### src/rtl/icache_refill_ctrl.sv
// icache_refill_ctrl: instruction-memory latency calibration and I-cache line refill sequencer
// Ports:
//   clk, rst          clock, asynchronous active-high reset
//   miss_i            tag mismatch on a valid fetch, sampled in IDLE
//   pc_changed_i      fetch redirect, aborts an in-flight refill
//   mem_rdata_i       instruction memory read data
//   mem_cs_o/mem_we_o memory chip select / write enable (probe write only)
//   test_en_o         0 while this block owns the memory port for calibration
//   cache_wen_o       I-cache write enable, active-low
//   word_idx_o        word offset of the line being written
//   pc_src_o          select refill restart PC
//   imem_sel_o        instruction source is memory rather than cache
//   busy_o            high in every state except IDLE
//   cal_done_o        measured latency is valid
//   cal_err_o         calibration timed out, sticky until rst
//   latency_o         measured read latency
// Optional: define ICACHE_REFILL_PERF_EN to add saturating perf_miss_o / perf_stall_o counters.
module icache_refill_ctrl #(
  parameter int                DATA_W      = 32,
  parameter int                LAT_W       = 4,
  parameter int                LINE_WORDS  = 4,
  parameter logic [DATA_W-1:0] CAL_PATTERN = '1,
  parameter int                WAIT_CYC    = 13,
  localparam int               WI_W        = (LINE_WORDS > 1) ? $clog2(LINE_WORDS) : 1,
  localparam int               WW          = (WAIT_CYC > 1) ? $clog2(WAIT_CYC + 1) : 1
) (
  input  logic              clk,
  input  logic              rst,
  input  logic              miss_i,
  input  logic              pc_changed_i,
  input  logic [DATA_W-1:0] mem_rdata_i,
  output logic              mem_cs_o,
  output logic              mem_we_o,
  output logic              test_en_o,
  output logic              cache_wen_o,
  output logic [WI_W-1:0]   word_idx_o,
  output logic              pc_src_o,
  output logic              imem_sel_o,
  output logic              busy_o,
  output logic              cal_done_o,
  output logic              cal_err_o,
`ifdef ICACHE_REFILL_PERF_EN
  output logic [LAT_W-1:0]  latency_o,
  output logic [15:0]       perf_miss_o,
  output logic [15:0]       perf_stall_o
`else
  output logic [LAT_W-1:0]  latency_o
`endif
);
  typedef enum logic [3:0] {
    RST_S, CAL_WR, CAL_WAIT, CAL_RD, CAL_POLL, FAULT, IDLE, FETCH, FILL, RESTART
  } state_t;
  localparam logic [WI_W-1:0] LAST_IDX = WI_W'(LINE_WORDS - 1);
  state_t            state_q, state_d;
  logic [LAT_W-1:0]  cnt_q, cnt_d, lat_q, lat_d;
  logic [WW-1:0]     wcnt_q, wcnt_d;
  logic [WI_W-1:0]   idx_q, idx_d;
  logic              done_q, done_d;
  always_ff @(posedge clk or posedge rst) begin
    if (rst) begin
      state_q <= RST_S;
      cnt_q   <= '0;
      wcnt_q  <= '0;
      lat_q   <= '0;
      idx_q   <= '0;
      done_q  <= 1'b0;
    end else begin
      state_q <= state_d;
      cnt_q   <= cnt_d;
      wcnt_q  <= wcnt_d;
      lat_q   <= lat_d;
      idx_q   <= idx_d;
      done_q  <= done_d;
    end
  end
  always_comb begin
    state_d = state_q;
    cnt_d   = cnt_q;
    wcnt_d  = wcnt_q;
    lat_d   = lat_q;
    idx_d   = idx_q;
    done_d  = done_q;
    case (state_q)
      RST_S: state_d = CAL_WR;
      CAL_WR: begin
        wcnt_d  = '0;
        state_d = CAL_WAIT;
      end
      CAL_WAIT: begin
        wcnt_d  = (wcnt_q == WW'(WAIT_CYC - 1)) ? wcnt_q : wcnt_q + 1'b1;
        state_d = (wcnt_q == WW'(WAIT_CYC - 1)) ? CAL_RD : CAL_WAIT;
      end
      CAL_RD: begin
        cnt_d   = '0;
        state_d = CAL_POLL;
      end
      // A match wins over the timeout so the last count value is still usable.
      CAL_POLL: begin
        if (mem_rdata_i == CAL_PATTERN) begin
          lat_d   = cnt_q;
          done_d  = 1'b1;
          cnt_d   = '0;
          state_d = IDLE;
        end else if (cnt_q == '1) begin
          state_d = FAULT;
        end else begin
          cnt_d = cnt_q + 1'b1;
        end
      end
      FAULT: state_d = FAULT;
      IDLE: begin
        cnt_d   = '0;
        idx_d   = '0;
        state_d = miss_i ? FETCH : IDLE;
      end
      FETCH: begin
        if (pc_changed_i) begin
          cnt_d   = '0;
          idx_d   = '0;
          state_d = IDLE;
        end else if (cnt_q == lat_q) begin
          cnt_d   = '0;
          state_d = FILL;
        end else begin
          cnt_d = cnt_q + 1'b1;
        end
      end
      // The word is written on this cycle even when aborted; only the rest of the line is dropped.
      FILL: begin
        cnt_d = '0;
        if (pc_changed_i) begin
          idx_d   = '0;
          state_d = IDLE;
        end else if (idx_q == LAST_IDX) begin
          state_d = RESTART;
        end else begin
          idx_d   = idx_q + 1'b1;
          state_d = FETCH;
        end
      end
      RESTART: begin
        idx_d   = '0;
        state_d = IDLE;
      end
      default: state_d = RST_S;
    endcase
  end
  logic cal_port;
  assign cal_port    = (state_q == CAL_WR) || (state_q == CAL_WAIT) || (state_q == CAL_RD) || (state_q == CAL_POLL);
  assign imem_sel_o  = (state_q == FETCH) || (state_q == FILL) || (state_q == RESTART);
  assign mem_cs_o    = imem_sel_o || (state_q == CAL_WR) || (state_q == CAL_RD) || (state_q == CAL_POLL);
  assign mem_we_o    = state_q == CAL_WR;
  assign test_en_o   = !cal_port;
  assign cache_wen_o = state_q != FILL;
  assign pc_src_o    = state_q == RESTART;
  assign busy_o      = state_q != IDLE;
  assign cal_err_o   = state_q == FAULT;
  assign cal_done_o  = done_q;
  assign latency_o   = lat_q;
  assign word_idx_o  = idx_q;
`ifdef ICACHE_REFILL_PERF_EN
  logic [15:0] pmiss_q, pstall_q;
  always_ff @(posedge clk or posedge rst) begin
    if (rst) begin
      pmiss_q  <= '0;
      pstall_q <= '0;
    end else begin
      pmiss_q  <= (state_q == IDLE && miss_i && pmiss_q != 16'hFFFF) ? pmiss_q + 16'd1 : pmiss_q;
      pstall_q <= (imem_sel_o && pstall_q != 16'hFFFF) ? pstall_q + 16'd1 : pstall_q;
    end
  end
  assign perf_miss_o  = pmiss_q;
  assign perf_stall_o = pstall_q;
`endif
endmodule

### config.mk
export PLATFORM = sky130hd
export DESIGN_NAME = icache_refill_ctrl
export DESIGN_NICKNAME = d
export VERILOG_FILES = /design/src/rtl/icache_refill_ctrl.sv
export SDC_FILE = /design/constraint.sdc
export NUM_CORES = 1
export LEC_CHECK = 0
export CAP_MARGIN = 20
export CORE_MARGIN = 2
export CORE_UTILIZATION = 47
export CTS_BUF_LIST = sky130_fd_sc_hd__clkbuf_4 sky130_fd_sc_hd__clkbuf_8 sky130_fd_sc_hd__clkbuf_16
export DETAILED_ROUTE_END_ITERATION = 8
export GPL_TIMING_DRIVEN = 0
export PLACE_DENSITY = 0.86
export SETUP_SLACK_MARGIN = 0.02
export SLEW_MARGIN = 20
export SYNTH_ARGS = -nofsm -noshare
export SYNTH_HDL_FRONTEND = slang
export SYNTH_SLANG_ARGS = --single-unit
### constraint.sdc
create_clock -name clk -period 5.65 [get_ports clk]
set_input_delay 1.695 -clock clk [delete_from_list [all_inputs] [get_ports clk]]
set_output_delay 1.695 -clock clk [all_outputs]
set_load 0.005 [all_outputs]
==> results_dict.tcl, run 1 <==
set metrics [dict create \
    p_leak_uw 0.0008227 \
    nNetsFinal 247 \
    slew_headroom_pct 52.41 \
    use_met2_pct 39.04 \
    final.period_utilization_pct 65.94 \
    core_area_sq_mm 0.002710 \
    synth_edf_count 0 \
    p_total_uw 590.5 \
    synth_area_sq_mm 0.001314 \
    crit_type "flip-flop to output pin" \
    numPortBuffers 50 \
    powerDensity_mw_per_mm2 314.0 \
    antenna_cells 0 \
    critPathLaunchType "flip-flop" \
    fp.dieH_um 56.87 \
    syn_nets 192 \
    overflow 0 \
    r2r_slack_ns 3.62 \
    irDropWorstVdd_mv 0.2371 \
    final.setup_skew_ns 0.001530 \
    drt_pass1_iterations 4 \
    cp.arrival_ns 2.03 \
    h-tree-depth 1 \
    dr_total_vias 1384 \
    finalWeightedCongestion 0.8323 \
    cts_tree "yes" \
    register_area_sq_um 475.5 \
    synthFlopType "dfrtp_1" \
    grt_pass1_wl_mm 5.775 \
    status "completed" \
    drtIter0Drc 42 \
    io_pins 51 \
    hold_path_class "flip-flop to flip-flop" \
    dieWidth_um 56.87 \
    min_period_ns 3.726 \
    rsz0062_at_grt "no" \
    synth.distinct_cells 40 \
    final_cell_mix "clkdlybuf4s50_1, dfrtp_1, nand2_1" \
    clockBufferDepth 2 \
    tightest_slew_ns 0.7130 \
    wirelength_mm 3.536 \
    finalHoldViolCount 0 \
    yosysSeqAreaShare_pct 36.19 \
    use_met1_pct 26.78 \
    layout-drive-gt1-share_pct 6.796 \
    antenna_found_initial 0 \
    syn2layout_area_growth_pct 43.14 \
    cp-end-kind "output pin" \
    grt_use_total_pct 22.31 \
    syn_avg_cell_area_sq_um 8.643 \
    layout_commonest_cell "clkdlybuf4s50_1" \
    multi_input_area_sq_um 772.0 \
    synth_seq_cells 19 \
    cts_setup_buffers 0 \
    final_util_pct 69.39 \
    worstPathRequired_ns 3.95 \
    syn_inst 152 \
    postCtsHoldBufs 0 \
    wl_per_cell_um 14.92 \
    busiest_layer "met2" \
    clock_latency_ns 0.29 \
    worstPathMaxFanout 10 \
    nFillCells 220 \
    async_flop_share_pct 100.0 \
    cts_sinks 19 \
    root_buffer "clkbuf_4" \
    ys_warn_count 0 \
    drc 0 \
    cap_viol_max_count 0 \
    die-area_sq_mm 0.003234 \
    final_area_sq_mm 0.001881 \
    final_max_slew_viol_count 0 \
    max_clock_freq_mhz 268.4 \
    cts_buffers 3 \
    dpl.hpwl_mm 2.789 \
    placed_cell_area_sq_mm 0.001853 \
    setup_viol 0 \
    grt_max_degree 20 \
    tns_ns 0 \
    hold_ws_ns 0.4882 \
    met3_usage_pct 5.991 \
    initial_utilization_pct 48.48 \
    clk_pin_slew_ns 0.12 \
    post_cts_resized 0 \
    rows 19 \
    viasPerCell 5.840 \
    ant_nets 0 \
    grt_pass1_vias 1293 \
]
## cell usage after synthesis, types with 5 or more instances
library cell | instances | area share (%)
dfrtp_1 | 19 | 36
nand2_1 | 13 | 3.7
nand2b_1 | 10 | 4.8
nand4_1 | 10 | 4.8
nor2_1 | 10 | 2.9
o21ai_0 | 8 | 3.0
inv_1 | 7 | 2.0
a21oi_1 | 6 | 2.3
nand3_1 | 6 | 2.3
clkbuf_1 | 5 | 1.4
## per-layer routing
| metal | part of all wire (%) | up-vias |
|---|---|---|
| li1 | - | 667 |
| met3 | 9.8 | 4 |
| met4 | 0.96 | 0 |
| met5 | 0 | - |
| met2 | 49 | 65 |
| met1 | 40 | 648 |
## worst paths after layout
kind / depth (start not counted) / to / startpoint
setup / recovery: 6 / mem_cs_o / state_q[1]$_DFFE_PP0P_
max in group asynchronous: 2 / state_q[0]$_DFFE_PP0P_ / rst
hold / removal: 1 / cal_done_o$_DFFE_PP0P_ / cal_done_o$_DFFE_PP0P_
hold reg to reg: 1 / cal_done_o$_DFFE_PP0P_ / cal_done_o$_DFFE_PP0P_
setup reg to reg: 6 / cnt_q[2]$_DFFE_PP0P_ / cnt_q[3]$_DFFE_PP0P_
min in group asynchronous: 2 / state_q[3]$_DFFE_PP0P_ / rst
## cells by family (layout without fill, tap and decap cells)
kind of cell / Yosys count / after routing / share of synthesized area [%]
multiplexers: 6 / 6 / 4.857
adder cells (fa/ha/maj): 4 / 4 / 3.810
AND/OR/NAND/NOR: 66 / 66 / 27.24
buffers and inverters: 15 / 69 / 5.048
flip-flops: 19 / 19 / 36.19
AO/OA/AOI/OAI: 37 / 37 / 19.52
XOR/XNOR: 5 / 5 / 3.333
## worst max-delay path: stages, from the launching register on
cell             delay, ns
dfrtp_1               0.34
clkbuf_1              0.29
clkbuf_1              0.38
nand2_1               0.09
o21ai_0               0.08
o22ai_1               0.09
clkdlybuf4s50_1       0.46
## power breakdown
group	switching [uW]	internal, uW	leakage, uW	total [uW]
Combinational	164	161	0.000554	326
Sequential	31.9	162	0.000251	194
Clock	44.5	26.3	0.0000177	70.8
Total	241	350	0.000823	590
## sequential cells by signal (all words and copies together) (netlist names)
| register | cells |
|---|---|
| cal_done_o | 1 |
| cnt_q | 4 |
| latency_o | 4 |
| state_q | 4 |
| wcnt_q | 4 |
| word_idx_o | 2 |
## layout make-up
| cell class | instances | area share (%) |
|---|---|---|
| Multi-Input combinational cell | 118 | 41.05 |
| Timing Repair Buffer | 50 | 26.61 |
| Sequential cell | 19 | 25.28 |
| Buffer | 8 | 2.129 |
| Tap cell | 31 | 2.063 |
| Inverter | 7 | 1.397 |
| Clock buffer | 3 | 1.198 |
| Clock inverter | 1 | 0.2661 |
## per-stage QoR
| stage | worst slack, ns | std cells |
|---|---|---|
| 4_1_cts | 1.950 | 237 |
| 3_3_place_gp | 1.920 | 233 |
| 6_report | 1.924 | 237 |
| 3_5_place_dp | 1.920 | 233 |
| 2_1_floorplan | 2.555 | 152 |
| 5_1_grt | 1.807 | 237 |
Power figures use the tool's default switching activity.
==> inputs of run 2 (changes only) <==
- CORE_UTILIZATION: 47 -> 43
- PLACE_DENSITY: 0.86 -> 0.8
- clock period: 5.65 -> 3.87 ns (I/O delays scaled with it)
==> run 2 against run 1 <==
Effect of this change: critical path depth unchanged; register-to-register slack worse by 1.8 ns; total power up 46%; global-route usage down 1.5 points; sequential cell count unchanged; sequential share of layout area about the same; cell count up 0.84%; utilization down 6.2 points; via count down 0.94%; design area up 0.13%; clock power up 55%.
==> results_dict.tcl, run 2 (synthesis gave the netlist of run 1 again) <==
set metrics [dict create \
    layout-drive-gt1-share_pct 6.796 \
    min_period_ns 3.213 \
    grt_pass1_wl_mm 5.561 \
    pwr-share-comb_pct 54.6 \
    h-tree-depth 1 \
    nFillCells 261 \
    hold_path_class "flip-flop to flip-flop" \
    cts_sinks 19 \
    tightest_slew_ns 0.7513 \
    cap_viol_max_count 0 \
    io_pins 51 \
    tns_ns 0 \
    cp.arrival_ns 2.05 \
    die-area_sq_mm 0.003514 \
    drt_pass1_iterations 4 \
    final_max_slew_viol_count 0 \
    rsz0062_at_grt "no" \
    cp-end-kind "output pin" \
    status "completed" \
    cts_setup_buffers 0 \
    max_clock_freq_mhz 311.2 \
    final.setup_skew_ns 0.002301 \
    dpl.hpwl_mm 2.724 \
    p_sw_share_pct 40.81 \
    initial_utilization_pct 44.12 \
    finalHoldViolCount 0 \
    layout_commonest_cell "clkdlybuf4s50_1" \
    rows 20 \
    overflow 0 \
    final.period_utilization_pct 83.03 \
    intPower_uw 510.9 \
    worstPathMaxFanout 10 \
    clk_pin_slew_ns 0.12 \
    register_area_sq_um 475.5 \
    grt_use_total_pct 20.81 \
    cts_buffers 3 \
    core_area_sq_mm 0.002978 \
    setup_viol 0 \
    fp.dieH_um 59.28 \
    critPathLaunchType "flip-flop" \
    seq_power_share_pct 32.7 \
    slew_headroom_pct 49.86 \
    wl_per_cell_um 14.58 \
    nNetsFinal 247 \
    ant_nets 0 \
    multi_input_area_sq_um 772.0 \
    p_switching_uw 352.3 \
    final_cell_mix "clkdlybuf4s50_1, dfrtp_1, nand2_1" \
    powerDensity_mw_per_mm2 458.4 \
    root_buffer "clkbuf_4" \
    placed_cell_area_sq_mm 0.001856 \
    drc 0 \
    finalWeightedCongestion 0.8315 \
    clockBufferDepth 2 \
    cts_tree "yes" \
    final_area_sq_mm 0.001883 \
    syn2layout_area_growth_pct 43.33 \
    p_clk_share_pct 12.7 \
    irDropWorstVdd_mv 0.2756 \
    wirelength_mm 3.485 \
    antenna_cells 0 \
    clock_latency_ns 0.32 \
    drtIter0Drc 37 \
    crit_type "flip-flop to output pin" \
    final_util_pct 63.24 \
    numPortBuffers 50 \
    post_cts_resized 0 \
    p_leak_uw 0.0008227 \
    grt_pass1_vias 1288 \
    worstPathRequired_ns 2.71 \
    dr_total_vias 1371 \
    postCtsHoldBufs 0 \
    antenna_found_initial 0 \
    grt_max_degree 20 \
    viasPerCell 5.736 \
    dieWidth_um 59.28 \
]
## run 2: routing by layer
metal  global-route usage [%]  vias up  wire length, um  part of all wire (%)
li1                         -      668                -                     -
met1                    23.97      629             1420                    41
met2                    37.05       67             1679                    48
met3                    5.022        7              319                   9.2
met4                    7.468        0               66                   1.9
met5                        0        -                0                     0
## run 2: final cells by class
| type | count | area share (%) |
|---|---|---|
| multi-input cells | 118 | 41.00 |
| repair buffers | 50 | 26.58 |
| flip-flops and latches | 19 | 25.25 |
| well taps | 33 | 2.193 |
| plain buffers | 8 | 2.126 |
| inverters | 7 | 1.395 |
| clock buffers | 3 | 1.196 |
| clock inverters | 1 | 0.2658 |
## run 2: path summary, 6_finish.rpt
path | start | endpoint | slack (ns) | depth (start not counted)
worst max-delay path | state_q[1]$_DFFE_PP0P_ | mem_cs_o | 0.66 | 6
worst min-delay path | cal_done_o$_DFFE_PP0P_ | cal_done_o$_DFFE_PP0P_ | 0.47 | 1
worst max register to register | cnt_q[3]$_DFFE_PP0P_ | cnt_q[2]$_DFFE_PP0P_ | 1.87 | 6
worst min register to register | cal_done_o$_DFFE_PP0P_ | cal_done_o$_DFFE_PP0P_ | 0.47 | 1
max in group asynchronous | rst | wcnt_q[2]$_DFFE_PP0P_ | 2.15 | 2
min in group asynchronous | rst | word_idx_o[0]$_DFFE_PP0P_ | 1.25 | 2
## run 2: through the flow
step                setup slack, ns  hold WS [ns]  instances  total power, uW
global placement             0.6801        0.4482        235            738.5
detailed placement           0.6420        0.4539        235            754.4
global route                 0.5333        0.5105        239            929.1
finish                       0.6567        0.4750        239            863.2
CTS                          0.6637        0.4809        239            862.6
floorplan                     1.309        0.4590        152            587.6
## run 2: worst max-delay path: stages, from the launching register on
cell             delay, ns
dfrtp_1               0.34
clkbuf_1              0.30
clkbuf_1              0.37
nand2_1               0.09
o21ai_0               0.08
o22ai_1               0.09
clkdlybuf4s50_1       0.46
## run 2: power groups by stage
stage / registers, uW / logic, uW / clock network [uW]
floorplan: 275 / 312 / 0
detailed placement: 286 / 468 / 0
finish: 282 / 471 / 110
global route: 287 / 526 / 115
global placement: 283 / 456 / 0
CTS: 282 / 472 / 109
==> inputs of run 3 (changes only) <==
- CORE_UTILIZATION: 43 -> 39
- PLACE_DENSITY: 0.8 -> 0.77
- clock period: 3.87 -> 2.87 ns (I/O delays scaled with it)
==> run 3 against run 2 <==
Effect of this change: global-route usage decreased by 3.3 points; clock power is 33% higher; clock-buffer cell count unchanged; utilization is 5.3 points lower; critical path depth down 1; critical endpoint is now imem_sel_o; cell count grew 5.0%; routed wire length is 0.40% lower; non-clock buffer count decreased by 1; largest power group unchanged.
==> results_dict.tcl, run 3 (synthesis gave the netlist of run 1 again) <==
set metrics [dict create \
    io_pins 51 \
    antenna_cells 0 \
    tightest_slew_ns 0.7344 \
    grt_pass1_wl_mm 5.009 \
    cp-end-kind "output pin" \
    post_cts_resized 3 \
    clockBufferDepth 2 \
    rsz0062_at_grt "no" \
    cts_setup_buffers 0 \
    final_cell_mix "clkdlybuf4s50_1, dfrtp_1, nand2_1, nand4_1, nand2b_1" \
    drt_pass1_iterations 4 \
    timing.rr.start "cnt_q[3]$_DFFE_PP0P_" \
    crit_start "state_q[3]$_DFFE_PP0P_" \
    worstPathRequired_ns 2.01 \
    powerDensity_mw_per_mm2 612.5 \
    cp.arrival_ns 1.89 \
    cap_viol_max_count 0 \
    clock_latency_ns 0.32 \
    rows 21 \
    placed_cell_area_sq_mm 0.001872 \
    finalHoldViolCount 0 \
    final.setup_skew_ns 0.01012 \
    final.period_utilization_pct 95.84 \
    slew_headroom_pct 50.99 \
    status "completed" \
    antenna_found_initial 0 \
    drtIter0Drc 40 \
    worstPathMaxFanout 10 \
    dieWidth_um 62.04 \
    max_clock_freq_mhz 363.6 \
    root_buffer "clkbuf_4" \
    hold_path_class "flip-flop to flip-flop" \
    wirelength_mm 3.471 \
    dr_total_vias 1342 \
    r2r_end "cnt_q[2]$_DFFE_PP0P_" \
    syn2layout_area_growth_pct 44.86 \
    finalWeightedCongestion 0.8417 \
    layout_commonest_cell "clkdlybuf4s50_1" \
    critPathLaunchType "flip-flop" \
    cts_tree "yes" \
    dpl.hpwl_mm 2.729 \
    cts_buffers 3 \
    h-tree-depth 1 \
    viasPerCell 5.347 \
    core_area_sq_mm 0.003284 \
    crit_type "flip-flop to output pin" \
    setup_viol 0 \
    grt_pass1_vias 1202 \
    initial_utilization_pct 40.00 \
    final_area_sq_mm 0.001903 \
    irDropWorstVdd_mv 0.2972 \
    nFillCells 315 \
    grt_max_degree 20 \
    die-area_sq_mm 0.003849 \
    postCtsHoldBufs 0 \
    nNetsFinal 246 \
    fp.dieH_um 62.04 \
    cts_sinks 19 \
    p_leak_uw 0.0008355 \
    layout-drive-gt1-share_pct 9.268 \
    numPortBuffers 50 \
    tns_ns 0 \
    wl_per_cell_um 13.83 \
    ant_nets 0 \
    drc 0 \
    r2r_slack_ns 0.89 \
    endpoint "imem_sel_o" \
    grt_use_total_pct 17.54 \
    r2r_cells 6 \
    final_max_slew_viol_count 0 \
    min_period_ns 2.751 \
    overflow 0 \
    clk_pin_slew_ns 0.12 \
]
==> run 3: changes by cell type in the layout (fill, tap and decap cells not counted) <==
cell	change
buf_2	+1
clkbuf_1	-5
clkbuf_2	+3
nor2_1	-1
nor2_2	+1
==> run 3: area by class of cell <==
cell class / instances / area [sq um] / share of cell area [%]
plain buffers: 7 / 41.29 / 2.170
clock buffers: 3 / 22.52 / 1.183
clock inverters: 1 / 5.005 / 0.2630
inverters: 7 / 26.28 / 1.381
multi-input cells: 118 / 774.5 / 40.70
flip-flops and latches: 19 / 475.5 / 24.98
well taps: 46 / 57.56 / 3.024
repair buffers: 50 / 500.5 / 26.30
==> run 3: through the flow <==
stage / hold WS [ns] / utilization [%] / worst slack [ns] / power [uW] / cells
2_1_floorplan: 0.4590 / - / 0.6090 / 792.4 / 152
3_3_place_gp: 0.4498 / 56.99 / -0.02518 / 994.3 / 248
3_5_place_dp: 0.4699 / 56.99 / -0.08199 / 1021 / 248
4_1_cts: 0.5016 / 57.94 / 0.06107 / 1172 / 252
5_1_grt: 0.5295 / 57.94 / 0.02897 / 1252 / 251
6_report: 0.4901 / 57.94 / 0.1195 / 1166 / 251
==> run 3: worst max-delay path: stages, from the launching register on <==
cell and delay, ns:
dfrtp_1 0.37, buf_2 0.17, nor2b_1 0.25, nand2_1 0.16, nand2_1 0.12, clkdlybuf4s50_1 0.50
==> run 3: worst min-delay path by stage <==
stage	from	to	slack, ns	depth (start not counted)
after global placement	cal_done_o$_DFFE_PP0P_	cal_done_o$_DFFE_PP0P_	0.45	1
after floorplan	cal_done_o$_DFFE_PP0P_	cal_done_o$_DFFE_PP0P_	0.46	1
after global routing	cal_done_o$_DFFE_PP0P_	cal_done_o$_DFFE_PP0P_	0.53	1
after CTS	cal_done_o$_DFFE_PP0P_	cal_done_o$_DFFE_PP0P_	0.50	1
final	cal_done_o$_DFFE_PP0P_	cal_done_o$_DFFE_PP0P_	0.49	1
after detailed placement	cal_done_o$_DFFE_PP0P_	cal_done_o$_DFFE_PP0P_	0.47	1
==> run 3: power by group <==
group          internal (uW)  switching [uW]
clock network           52.2            93.5
registers                319            76.6
logic                    321             303
==> run 3: metal layers <==
layer	track usage (%)	part of all wire (%)
met1	20.95	41
met5	0	0
met3	1.656	9.9
met4	6.383	1.2
met2	32.29	48
==> edit 1: new RTL, config.mk and constraints of run 2 <==
Register the input `mem_rdata_i` before use. The logic sees it one clock later. The other inputs are not delayed to match.
--- a/src/rtl/icache_refill_ctrl.sv
+++ b/src/rtl/icache_refill_ctrl.sv
@@ -51,6 +51,13 @@
     RST_S, CAL_WR, CAL_WAIT, CAL_RD, CAL_POLL, FAULT, IDLE, FETCH, FILL, RESTART
   } state_t;
   localparam logic [WI_W-1:0] LAST_IDX = WI_W'(LINE_WORDS - 1);
+
+  logic [DATA_W-1:0] mem_rdata_q;
+
+  always_ff @(posedge clk) begin
+    mem_rdata_q <= mem_rdata_i;
+  end
+
   state_t            state_q, state_d;
   logic [LAT_W-1:0]  cnt_q, cnt_d, lat_q, lat_d;
   logic [WW-1:0]     wcnt_q, wcnt_d;
@@ -96,7 +103,7 @@
       end
       // A match wins over the timeout so the last count value is still usable.
       CAL_POLL: begin
-        if (mem_rdata_i == CAL_PATTERN) begin
+        if (mem_rdata_q == CAL_PATTERN) begin
           lat_d   = cnt_q;
           done_d  = 1'b1;
           cnt_d   = '0;
Formal check against the unedited RTL: no difference found for any inputs over 10 cycles, from zero or initial values and one cycle with rst high; that may be too few to reach the edited logic, so the function may still have changed.
==> edit 1 against run 2 <==
  * Final cell count grew 25%
  * Sequential cell count grew 32
  * Design area grew 41%
  * Synthesized area grew 51%
  * Setup slack gained 42 ps
  * Power grew 63%
  * First-iteration DRC count grew to 5.0 times the old value
  * Wire length grew 9.0%
  * Critical endpoint unchanged
==> edit 1: results (changes against run 2) <==
drt_iter0_markers: 184  # +400%
ys_top_cells_by_area: "dfxtp_1, dfrtp_1, a21oi_1"
dp.cells: 290  # +23%
synth_compound_area_share_pct: 13.6  # -5.9 points
clock_latency_ps: 300  # -20 ps
synthArstFlopShare_pct: 37.3  # -63 points
cts.clk_slew.worst_paths_ps: 80  # -40 ps
synth_mux_area_share_pct: 3.85  # -1.0 points
slowest_delay_ps: 520  # +60 ps
use_met2_pct: 25.6  # -11 points
met1_usage_pct: 21.0  # -3.0 points
layout-drive-gt1-share_pct: 9.76  # +3.0 points
place_area_um2: 2550  # +37%
p_leak_nw: 1.14  # +39%
finClkSkew_ps: 8.87  # +6.57 ps
grt_pass1_wl_um: 6490  # +17%
finalCritPeriodShare_pct: 82.0  # -1.1 points
met3_usage_pct: 4.58  # -0.44 points
numCtsBuffers: 5  # +2
h-tree-depth: 2  # +1
synthAdderAreaFrac_pct: 2.53  # -1.3 points
syn_nets: 228  # +19%
dp_worst_setup_slack_ps: 1030  # +387 ps
routabilityCongestion: 0.858  # +3.2%
grt_pass1_vias: 1454  # +13%
grt.total_usage_pct: 16.0  # -4.8 points
dp.final_hpwl_um: 2890  # +6.1%
synthCells: 188  # +24%
ir_worst_vdd_mv: 0.331  # +20%
worst-slew-pin-transition_ps: 732  # -19.0 ps
slowest_stage: "clkdlybuf4s50_1"
diodes: 0  # unchanged
whs_ps: 482  # +7.07 ps
reg2reg_slack_ps: 2020  # +150 ps
outcome: "completed"
synth.distinct_cells: 41  # +2.5%
wire_per_inst_um: 12.8  # -13%
finalNonFillerCells: 298  # +25%
yosys_warnings: 0  # unchanged
synth-seq-area-share_pct: 56.3  # +20 points
vias: 1561  # +14%
-- edit 1: cell types whose count changed after synthesis, sizes merged, moves of 4 or more --
cell    before  now
a21oi        7   15
nor2b        1    5
nand2b      10    4
dfxtp        0   32
-- edit 1: power by group --
group / internal (mW) / switching [mW] / leakage, nW
Sequential: 0.578 / 0.0405 / 0.512
Combinational: 0.205 / 0.225 / 0.572
Clock: 0.187 / 0.168 / 0.0600
Total: 0.970 / 0.433 / 1.14
-- edit 1: layout make-up --
class,instances,area [um^2]
Buffer,8,42.5
Clock buffer,7,108
Clock inverter,1,8.76
Fill cell,363,1720
Inverter,9,33.8
Multi-Input combinational cell,120,790
Sequential cell,51,1120
Tap cell,52,65.1
Timing Repair Buffer,50,500
-- edit 1: worst paths after layout --
check	to	startpoint	depth (start not counted)
setup / recovery	mem_cs_o	state_q[1]	6
hold / removal	cal_done_o	cal_done_o	1
setup reg to reg	state_q[0]	cnt_q[2]	6
hold reg to reg	cal_done_o	cal_done_o	1
max in group asynchronous	cnt_q[1]	rst	2
min in group asynchronous	word_idx_o[1]	rst	2
-- edit 1: critical path, delay by kind of cell (launching register included) --
kind            cells  cell delay (ps)
buf+inv             3              880
flops               1              420
compound gates      2              310
simple gates        1              110
-- edit 1: routing by layer --
layer  vias to the layer above  part of all wire (%)
met4                         0                   1.3
met1                       699                    45
met5                         -                     0
li1                        787                     -
met3                         6                   8.0
met2                        69                    46
-- edit 1: logic make-up (layout without fill, tap and decap cells) --
family                     count (synthesis)  count (layout)
DFF                                       51              51
AOI/OAI and AO/OA                         42              42
and+or+nand+nor                           61              61
muxes                                      7               7
buffers and inverters                     17              75
adders and majority gates                  4               4
xor gates and xnor gates                   6               6
==> edit 2: new RTL, flow settings as in run 2 <==
Made on the original files. Change the parameter `LINE_WORDS` from 4 to 2.
--- a/src/rtl/icache_refill_ctrl.sv
+++ b/src/rtl/icache_refill_ctrl.sv
@@ -18,7 +18,7 @@
 module icache_refill_ctrl #(
   parameter int                DATA_W      = 32,
   parameter int                LAT_W       = 4,
-  parameter int                LINE_WORDS  = 4,
+  parameter int                LINE_WORDS  = 2,
   parameter logic [DATA_W-1:0] CAL_PATTERN = '1,
   parameter int                WAIT_CYC    = 13,
   localparam int               WI_W        = (LINE_WORDS > 1) ? $clog2(LINE_WORDS) : 1,
Ports: changed (resized word_idx_o); port bits go from 51 to 50. No check against the original RTL was run, so the function may have changed too.
==> edit 2 against run 2 <==
  * Design area increased by 3.5%
  * Sequential cell count shrank 1
  * Core utilization rose by 1.1 points
  * Hold slack improved by 3.7 ps
  * Clock skew is 2.3 ps higher
  * Wire length is 1.5% higher
  * Setup slack worse by 110 ps
  * Synthesized area is 4.0% higher
  * Power grew 11%
==> edit 2: results (changes against run 2) <==
outcome: "completed"
synth.distinct_cells: 47  # +18%
pwr-share-seq_pct: 29.1  # -3.6 points
grt_start_max_net_pins: 19  # -5.0%
drt_iter0_markers: 28  # -24%
fin_nets: 246  # -0.40%
synthTopCellsByCount: "dfrtp_1, nand2_1, o21ai_0, nand4_1, nor2_1"
clock_latency_ps: 300  # -20 ps
synth_mux_area_share_pct: 6.23  # +1.4 points
ys_top_cells_by_area: "dfrtp_1, o21ai_0, nand4_1"
nClkBuffers: 4  # +1
synth_compound_area_share_pct: 18.2  # -1.3 points
grt_pass1_wl_um: 5540  # -0.38%
use_met2_pct: 37.9  # +0.84 points
inv_count: 7  # unchanged
grt_pass1_vias: 1299  # +0.85%
signal_buffers: 60  # +3.4%
route.final.wire_length_um: 3540  # +1.5%
synthXorXnorAreaFrac_pct: 2.56  # -0.77 points
met3_wirelength_um: 305  # -4.4%
layout-drive-gt1-share_pct: 13.1  # +6.3 points
wl_met2_um: 1780  # +5.8%
clk_share_pct: 1.86  # +0.40 points
grt.total_usage_pct: 20.5  # -0.32 points
multi_input_gates: 117  # -0.85%
synthAdderAreaFrac_pct: 2.75  # -1.1 points
synth-seq-area-share_pct: 33.0  # -3.2 points
port_buffers: 49  # -2.0%
multi_input_area_um2: 822  # +6.5%
ir_worst_vdd_mv: 0.367  # +33%
viasPerCell: 5.42  # -5.6%
p_leak_nw: 0.900  # +9.4%
synthCells: 153  # +0.66%
slew_headroom_pct: 54.3  # +4.5 points
power_switching_mw: 0.384  # +9.0%
dp.final_hpwl_um: 2800  # +2.8%
nonClkBufAreaFrac_pct: 28.6  # -0.059 points
power_frac_clock_pct: 12.5  # -0.2 points
regArea_um2: 450  # -5.3%
met1_usage_pct: 22.6  # -1.3 points
met3_usage_pct: 4.48  # -0.54 points
synth-seq-cells: 18  # -1
slowest_stage: "clkdlybuf4s50_1"
dp_worst_setup_slack_ps: 856  # +214 ps
path_max_fanout: 10  # unchanged
cp.arrival_ps: 2170  # +120 ps
p_int_mw: 0.570  # +12%
cts_max_path_buffers: 2  # unchanged
wire_per_inst_um: 14.1  # -3.0%
fillers: 268  # +2.7%
cts.repair.resized: 0  # unchanged
wl_met1_um: 1390  # -2.3%
synthArstFlopShare_pct: 100  # unchanged
routabilityCongestion: 0.854  # +2.8%
finClkSkew_ps: 4.59  # +2.29 ps
## edit 2: path summary, 6_finish.rpt
path	from	endpoint	slack, ps	cells past startpoint
min in group asynchronous	rst	state_q[1]	1250	2
max in group asynchronous	rst	cnt_q[3]	2190	2
worst min register to register	cal_done_o	cal_done_o	480	1
worst max register to register	state_q[3]	state_q[3]	2050	5
worst min-delay path	cal_done_o	cal_done_o	480	1
worst max-delay path	state_q[2]	test_en_o	540	5
## edit 2: logic make-up (layout without fill, tap and decap cells)
| logic type | Yosys count | count (layout) |
|---|---|---|
| AO/OA/AOI/OAI | 37 | 37 |
| flip-flops | 18 | 18 |
| XOR/XNOR | 4 | 4 |
| AND/OR/NAND/NOR | 65 | 65 |
| buffers and inverters | 18 | 71 |
| multiplexers | 8 | 8 |
| adder cells (fa/ha/maj) | 3 | 3 |
## edit 2: through the flow
step,instance area [um^2],hold slack (ps)
after global routing,1950,517
after global placement,1910,449
after detailed placement,1910,458
after CTS,1950,482
final,1950,479
after floorplan,1370,459
